===== config.mk =====
export PLATFORM = sky130hd
export DESIGN_NAME = gate_exerciser
export DESIGN_NICKNAME = d
export VERILOG_FILES = /design/src/rtl/gate_exerciser_pkg.sv /design/src/rtl/gate_exerciser_sync2.sv /design/src/rtl/gate_exerciser.sv
export SDC_FILE = /design/constraint.sdc
export NUM_CORES = 1
export LEC_CHECK = 0
export CORE_MARGIN = 1.5
export CORE_UTILIZATION = 38
export DETAILED_ROUTE_END_ITERATION = 6
export DONT_BUFFER_PORTS = 1
export GPL_TIMING_DRIVEN = 0
export SLEW_MARGIN = 5
export SYNTH_ARGS = -nofsm -noshare
export SYNTH_HDL_FRONTEND = slang
export SYNTH_HIERARCHICAL = 1
export SYNTH_SLANG_ARGS = --single-unit

===== constraint.sdc =====
create_clock -name clk -period 1.35 [get_ports clk]
set_input_delay 0.27 -clock clk [delete_from_list [all_inputs] [get_ports clk]]
set_output_delay 0.27 -clock clk [all_outputs]
set_load 0.05 [all_outputs]

===== src/rtl/gate_exerciser_pkg.sv =====
// Shared types and constants for the gate exerciser: FSM state encoding, common
// truth tables and the per-vector compare helper.
package gate_exerciser_pkg;

  typedef enum logic [2:0] {
    StIdle   = 3'd0,
    StDrive  = 3'd1,
    StSettle = 3'd2,
    StSample = 3'd3,
    StDone   = 3'd4
  } state_e;

  // Expected gate output indexed by {drv_in1, drv_in2}.
  localparam logic [3:0] TT_NAND = 4'b0111;
  localparam logic [3:0] TT_AND  = 4'b1000;
  localparam logic [3:0] TT_OR   = 4'b1110;
  localparam logic [3:0] TT_XOR  = 4'b0110;

  function automatic logic vec_mismatch(logic [3:0] truth, logic [1:0] idx, logic sampled);
    return sampled != truth[idx];
  endfunction

endpackage


===== src/rtl/gate_exerciser_sync2.sv =====
// Two-flop synchroniser with asynchronous active-high reset; used to bring the
// gate-under-test output into the clk domain.
module gate_exerciser_sync2 (
  input  logic clk,
  input  logic rst,
  input  logic d,
  output logic q
);

  logic meta_q;

  always_ff @(posedge clk or posedge rst) begin
    if (rst) begin
      meta_q <= 1'b0;
      q      <= 1'b0;
    end else begin
      meta_q <= d;
      q      <= meta_q;
    end
  end

endmodule


===== src/rtl/gate_exerciser.sv =====
// Sweeps a 2-input gate through all four input combinations and checks each
// settled output against TRUTH. Define GATE_EX_LOOP_EN for continuous sweeping.
module gate_exerciser
  import gate_exerciser_pkg::*;
#(
  parameter int unsigned SETTLE_CYCLES = 4,
  parameter logic [3:0]  TRUTH         = TT_NAND
) (
  input  logic       clk,
  input  logic       rst,
  input  logic       start,
  input  logic       dut_out,
  output logic       drv_in1,
  output logic       drv_in2,
  output logic       busy,
  output logic       done,
  output logic       pass,
  output logic [3:0] fail_vec
);

  // Two synchroniser flops plus the gate's own delay need at least three clocks.
  if (SETTLE_CYCLES < 3) begin : g_bad_settle
    $error("SETTLE_CYCLES must be >= 3");
  end

  localparam int unsigned   CntW    = $clog2(SETTLE_CYCLES);
  localparam logic [CntW-1:0] CntLoad = CntW'(SETTLE_CYCLES - 1);

  state_e          state_q;
  logic [1:0]      idx_q;
  logic [CntW-1:0] cnt_q;
  logic            dut_s;
  logic            mis;
  logic [3:0]      fail_upd;

  gate_exerciser_sync2 u_sync_dut (
    .clk (clk),
    .rst (rst),
    .d   (dut_out),
    .q   (dut_s)
  );

  assign mis      = vec_mismatch(TRUTH, idx_q, dut_s);
  assign fail_upd = fail_vec | (4'(mis) << idx_q);

`ifdef GATE_EX_LOOP_EN
  logic pass_q;

  always_ff @(posedge clk or posedge rst) begin
    if (rst) begin
      state_q  <= StIdle;
      idx_q    <= 2'd0;
      cnt_q    <= '0;
      drv_in1  <= 1'b0;
      drv_in2  <= 1'b0;
      done     <= 1'b0;
      fail_vec <= 4'b0;
      pass_q   <= 1'b0;
    end else begin
      done <= 1'b0;
      unique case (state_q)
        StIdle: begin
          if (start) state_q <= StDrive;
        end
        StDrive: begin
          {drv_in1, drv_in2} <= idx_q;
          cnt_q              <= CntLoad;
          state_q            <= StSettle;
        end
        StSettle: begin
          if (cnt_q == '0) state_q <= StSample;
          else             cnt_q   <= cnt_q - 1'b1;
        end
        StSample: begin
          // Failures accumulate across sweeps; only rst clears them.
          fail_vec <= fail_upd;
          state_q  <= StDrive;
          if (idx_q == 2'd3) begin
            idx_q  <= 2'd0;
            done   <= 1'b1;
            pass_q <= (fail_upd == 4'b0);
          end else begin
            idx_q <= idx_q + 2'd1;
          end
        end
        default: state_q <= StIdle;
      endcase
    end
  end

  assign pass = pass_q;
`else
  always_ff @(posedge clk or posedge rst) begin
    if (rst) begin
      state_q  <= StIdle;
      idx_q    <= 2'd0;
      cnt_q    <= '0;
      drv_in1  <= 1'b0;
      drv_in2  <= 1'b0;
      done     <= 1'b0;
      fail_vec <= 4'b0;
    end else begin
      unique case (state_q)
        StIdle: begin
          if (start) begin
            fail_vec <= 4'b0;
            done     <= 1'b0;
            state_q  <= StDrive;
          end
        end
        StDrive: begin
          {drv_in1, drv_in2} <= idx_q;
          cnt_q              <= CntLoad;
          state_q            <= StSettle;
        end
        StSettle: begin
          if (cnt_q == '0) state_q <= StSample;
          else             cnt_q   <= cnt_q - 1'b1;
        end
        StSample: begin
          // fail_vec was cleared at sweep start, so OR-ing sets exactly bit idx.
          fail_vec <= fail_upd;
          if (idx_q == 2'd3) begin
            done    <= 1'b1;
            state_q <= StDone;
          end else begin
            idx_q   <= idx_q + 2'd1;
            state_q <= StDrive;
          end
        end
        StDone: begin
          if (start) begin
            fail_vec <= 4'b0;
            done     <= 1'b0;
            idx_q    <= 2'd0;
            state_q  <= StDrive;
          end
        end
        default: state_q <= StIdle;
      endcase
    end
  end

  assign pass = done & (fail_vec == 4'b0);
`endif

  assign busy = (state_q == StDrive) || (state_q == StSettle) || (state_q == StSample);

endmodule

* Word level (Yosys, flattened, before mapping)
Index checks and enable logic that the tools add are counted.
** Word-level totals
- Flip-flop bits (word level) :: 16
- Word-level logic and storage cells :: 57
** Cells by class
- Add/subtract/negate cells :: 2
- $lt $le $gt $ge :: 1
- Equal/unequal tests :: 12
- Shift-type cells :: 1
- Multiplexer cells :: 16
- Bitwise gates (word level) :: 2
- Reduce and logical (&&, ||, !) cells :: 14
** Operators with widths (number)
- 3-bit case mux with 4 select lines :: 1
- 2-bit inequality test, second input constant :: 5
- 3-bit two-way mux :: 3
- 2-bit case mux with 2 select lines :: 2
- 4-bit case mux with 2 select lines :: 1
- 3-bit by 2-bit equality test with 1-bit output, second input constant :: 2
- 2-bit two-way mux :: 3
- 2-bit AND reduction :: 3
- 3-bit AND reduction :: 2
- 2-bit nonzero test :: 3
- 4-bit logical NOT :: 1
- 4-bit two-way mux :: 1
- 4-bit bitwise OR :: 1
- 1-bit by 2-bit << shifter with 4-bit output :: 1
- 3-bit by 1-bit equality test with 1-bit output, second input constant :: 1
- 3-bit equality test, second input constant :: 1
- 3-bit logical NOT :: 1
- 2-bit by 3-bit less-than comparator with 1-bit output, second input constant :: 1
- 1-bit two-way mux :: 3
- 2-bit by 1-bit adder with 2-bit output, second input constant :: 1
- 1-bit binary-select mux with 2-bit select :: 1
- 2-bit equality test, second input constant :: 1
- 2-bit logical NOT :: 1
- 1-bit logical OR :: 2
- 6 further kinds :: 6

* Depth between registers and ports, before layout
- Depth after elaboration :: 6
- Gate-level depth with buffers :: 5

* By module
Netlist, hierarchy kept.
** By module, submodules not included
- gate_exerciser :: instances 1, cells an instance 70, area an instance 749.5 um2, sequential area each 350.3 um2
- gate_exerciser_sync2 :: instances 1, cells an instance 3, area an instance 53.8 um2, sequential area each 50.0 um2

* Least setup slack after synthesis
No wires, ideal clock.
- Kind :: reg-to-output
- Start :: reg fail_vec[1]
- End :: out pass
- Data arrival time :: 2.234 ns
- Setup slack :: -1.154 ns
- Stages on the path, launching flop included :: 3
- Buffers on the path :: 0
- Cell sequence :: dfrtp_1 -> nand2b_1 -> nor4_1
** On the way
- Cells in the longest elaborated chain, start to end :: 2
** RTL lines
- start, declared :: line gate_exerciser.sv:18 : output logic [3:0] fail_vec
- start signal, assigned :: line gate_exerciser.sv:122 : fail_vec <= fail_upd;
- 4-bit logical NOT :: line gate_exerciser.sv:144 : assign pass = done & (fail_vec == 4'b0);
- 1-bit AND :: line gate_exerciser.sv:144
- end, declared :: line gate_exerciser.sv:17 : output logic pass,
Every way passes these cells.

* Worst setup path in the final report
Ends and elaborated chain as after synthesis.

==> flow_summary.yaml <==
sta:
  finalHoldViolations: 0
  setup_viol: 2
  slew_viol_final: 0
  period_needed_ns: 1.901
  tightest_slew_ns: 0.7176
  worst_slack_ns: -0.5507
  slew_headroom_pct: 51.80
  clock_skew_ns: 0.007014
  max_clock_freq_mhz: 526.1
  fin_crit_sh_pct: 140.8
  rsz0062_at_grt: "true"
power:
  p_leak_nw: 0.4562
  switching_power_w: 0.001333
  swShare_pct: 46.65
  pwr-share-clk_pct: 11.0
  peakVddDrop_uv: 1113
  p_comb_share_pct: 47.8
  p_int_w: 0.001524
  pwr-share-seq_pct: 41.2
  fin_total_pwr_w: 0.002857
  power.density_mw_per_mm2: 2658
floorplan:
  pin_count: 13
  rows: 16
  fp.dieH_um: 48.98
  chipWidth_um: 48.98
  core_region_area_mm2: 0.001982
  initial_utilization_pct: 40.53
  dieArea_mm2: 0.002399
synthesis:
  synth_nets: 80
  synth_area_leader_cell: "dfrtp_1"
  ys.warnings.count: 6
  synth.top_cells.by_count: "16 x dfrtp_1, 7 x inv_1, 7 x nor2_1"
  ys.flop_type: "dfrtp_1"
  async_flop_share_pct: 100.0
  yosysUniqueCellTypes: 29
  syn_area_per_cell_um2: 11.00
  synthMostInstantiatedCell: "dfrtp_1"
  ys_seq_area_share_pct: 49.84
  synth_edf_count: 0
  synth_area_leaders: "dfrtp_1 50%, ha_1 4.7%, a32o_1 3.7%"
  syn-cell-area_um2: 803.3
  syn_inst: 73
  synth_top_cell_area_share_pct: 49.84
  yosys_register_bits: 16
setup_path:
  end_kind: "primary output"
  arrival_ns: 1.63
  worst_path_max_delay_cell: "nor4_4"
  path_max_fanout: 3
  r2r-start: "state_q[0]"
  crit_start: "fail_vec[1]"
  critical_path_class: "reg2out"
  required_ns: 1.08
  cp-start-kind: "flip-flop"
  path_cells: "nand2b_4, nor4_4"
  slowest_delay_ns: 0.62
grt:
  antenna_found_initial: 0
  grt_pass1_wl_um: 3015
  grt_overflow: 0
  grt_max_degree: 15
  grt.total_usage_pct: 15.92
  grt_pass1_vias: 676
drt:
  vias: 631
  wl_per_cell_um: 14.70
  ant_nets: 0
  first_iter_violations: 13
  drc: 0
  via_per_inst: 5.440
  drt_pass1_iterations: 4
  routed_wl_um: 1705
finish:
  fillCellCount: 165
  nNetsFinal: 97
  final_area_mm2: 0.001075
  syn2layout_area_growth_pct: 33.80
  drive_gt1_share_pct: 44.94
  n_antenna_cell: 0
  multi_input_area_um2: 431.7
  seq_area_um2: 406.6
clock_network:
  cts_sinks: 16
  cts_inserted_buffers: 3
  cts_max_path_buffers: 2
  root_buffer: "clkbuf_4"
  htreeDepth: 1
  cts.clk_slew.worst_paths_ns: 0.10
  clk_latency_ns: 0.28
  cts_tree: "built"
place:
  gp_congestion: 0.7692
  port_buffers: 0
  post_dp_cell_area_um2: 874.6
  hpwl_um: 1053
min_path:
  hold_class: "in2reg"
  min_from: "start"
status:
  outcome: "finished, violations left"
  violations: "negative setup slack"
job:
  drv_cap: 0
## placed cells by master (no fill, tap or decap), types with 2 or more instances in the layout
cell / count
dfrtp_1: 11
buf_4: 10
inv_1: 7
nor2_1: 5
dfrtp_2: 5
buf_6: 4
a21oi_1: 4
a32o_1: 3
ha_2: 3
clkbuf_4: 3
nor3b_2: 2
o22a_1: 2
mux2_2: 2
nor2_4: 2
nor4_4: 2
a22o_1: 2
o21ai_0: 2
xnor2_1: 2
dlygate4sd3_1: 2
## power groups by stage
stage	registers [W]	logic (W)	clock network [W]
after global placement	0.00123	0.000899	0
after global routing	0.00120	0.00149	0.000349
after floorplan	0.00118	0.000808	0
after detailed placement	0.00124	0.000929	0
final	0.00118	0.00137	0.000314
after CTS	0.00118	0.00127	0.000324
## worst max-delay path: cells and delay by family (launching register included)
kind / cells / cell delay, ns
simple gates: 2 / 0.81
flops: 1 / 0.53
## flip-flops by register name, indices dropped and copies added (netlist names)
signal / cells
done: 1
u_sync_dut/q: 1
fail_vec: 4
idx_q: 2
cnt_q: 2
drv_in2: 1
state_q: 3
drv_in1: 1
u_sync_dut/meta_q: 1
## repair_timing
item                                    4_1_cts  5_1_grt
hold buffers                                  1        1
pin swaps                                     2        7
buffers inserted                             10        1
endpoints found under the hold margin        16        1
resized for setup                            12        6
endpoints found under the setup margin        8        9
## cell families (layout without fill, tap and decap cells)
family | count (synthesis) | in the layout | share of synthesized area, %
AO/OA/AOI/OAI | 16 | 16 | 14.64
XOR/XNOR | 3 | 3 | 3.272
adder cells (fa/ha/maj) | 3 | 3 | 4.673
buffers and inverters | 11 | 27 | 6.386
flip-flops | 16 | 16 | 49.84
multiplexers | 3 | 3 | 4.050
AND/OR/NAND/NOR | 21 | 21 | 17.13
## metal layers
layer / routed length [um] / vias to the layer above / part of all wire, % / global-route usage [%]
met4: 0 / 0 / 0 / 4.762
met2: 969 / 19 / 57 / 29.45
li1: - / 292 / - / -
met1: 673 / 320 / 39 / 18.24
met3: 61 / 0 / 3.6 / 3.374
met5: 0 / - / 0 / 0
## final cells by class
class                   instances  area share, %
plain buffers                   3          3.143
clock buffers                   4          3.376
inverters                       7          2.445
well taps                      27          3.143
repair buffers                 13          9.895
flip-flops and latches         16          37.83
multi-input cells              46          40.16
## final timing paths
check | endpoint | slack [ns] | cells past startpoint
setup / recovery | pass | -0.55 | 2
hold / removal | state_q[2] | 0.06 | 1
setup reg to reg | fail_vec[0] | 0.02 | 3
hold reg to reg | u_sync_dut/q | 0.36 | 0
max in group asynchronous | idx_q[1] | 0.47 | 2
min in group asynchronous | u_sync_dut/meta_q | 0.31 | 2
## per-stage QoR
stage	setup TNS, ns	std cells	hold WS, ns	setup slack (ns)	utilization (%)
after CTS	-0.5870	114	0.001214	-0.5652	51.96
after global placement	-0.5016	100	0.01595	-0.2365	44.13
after global routing	-0.6754	116	0.04690	-0.5961	54.23
after floorplan	-0.2126	73	0.01118	-0.2126	-
final	-0.5747	116	0.06334	-0.5507	54.23
after detailed placement	-0.5357	100	0.02222	-0.2397	44.13
Note: power is estimated with default switching activity, not from simulation.
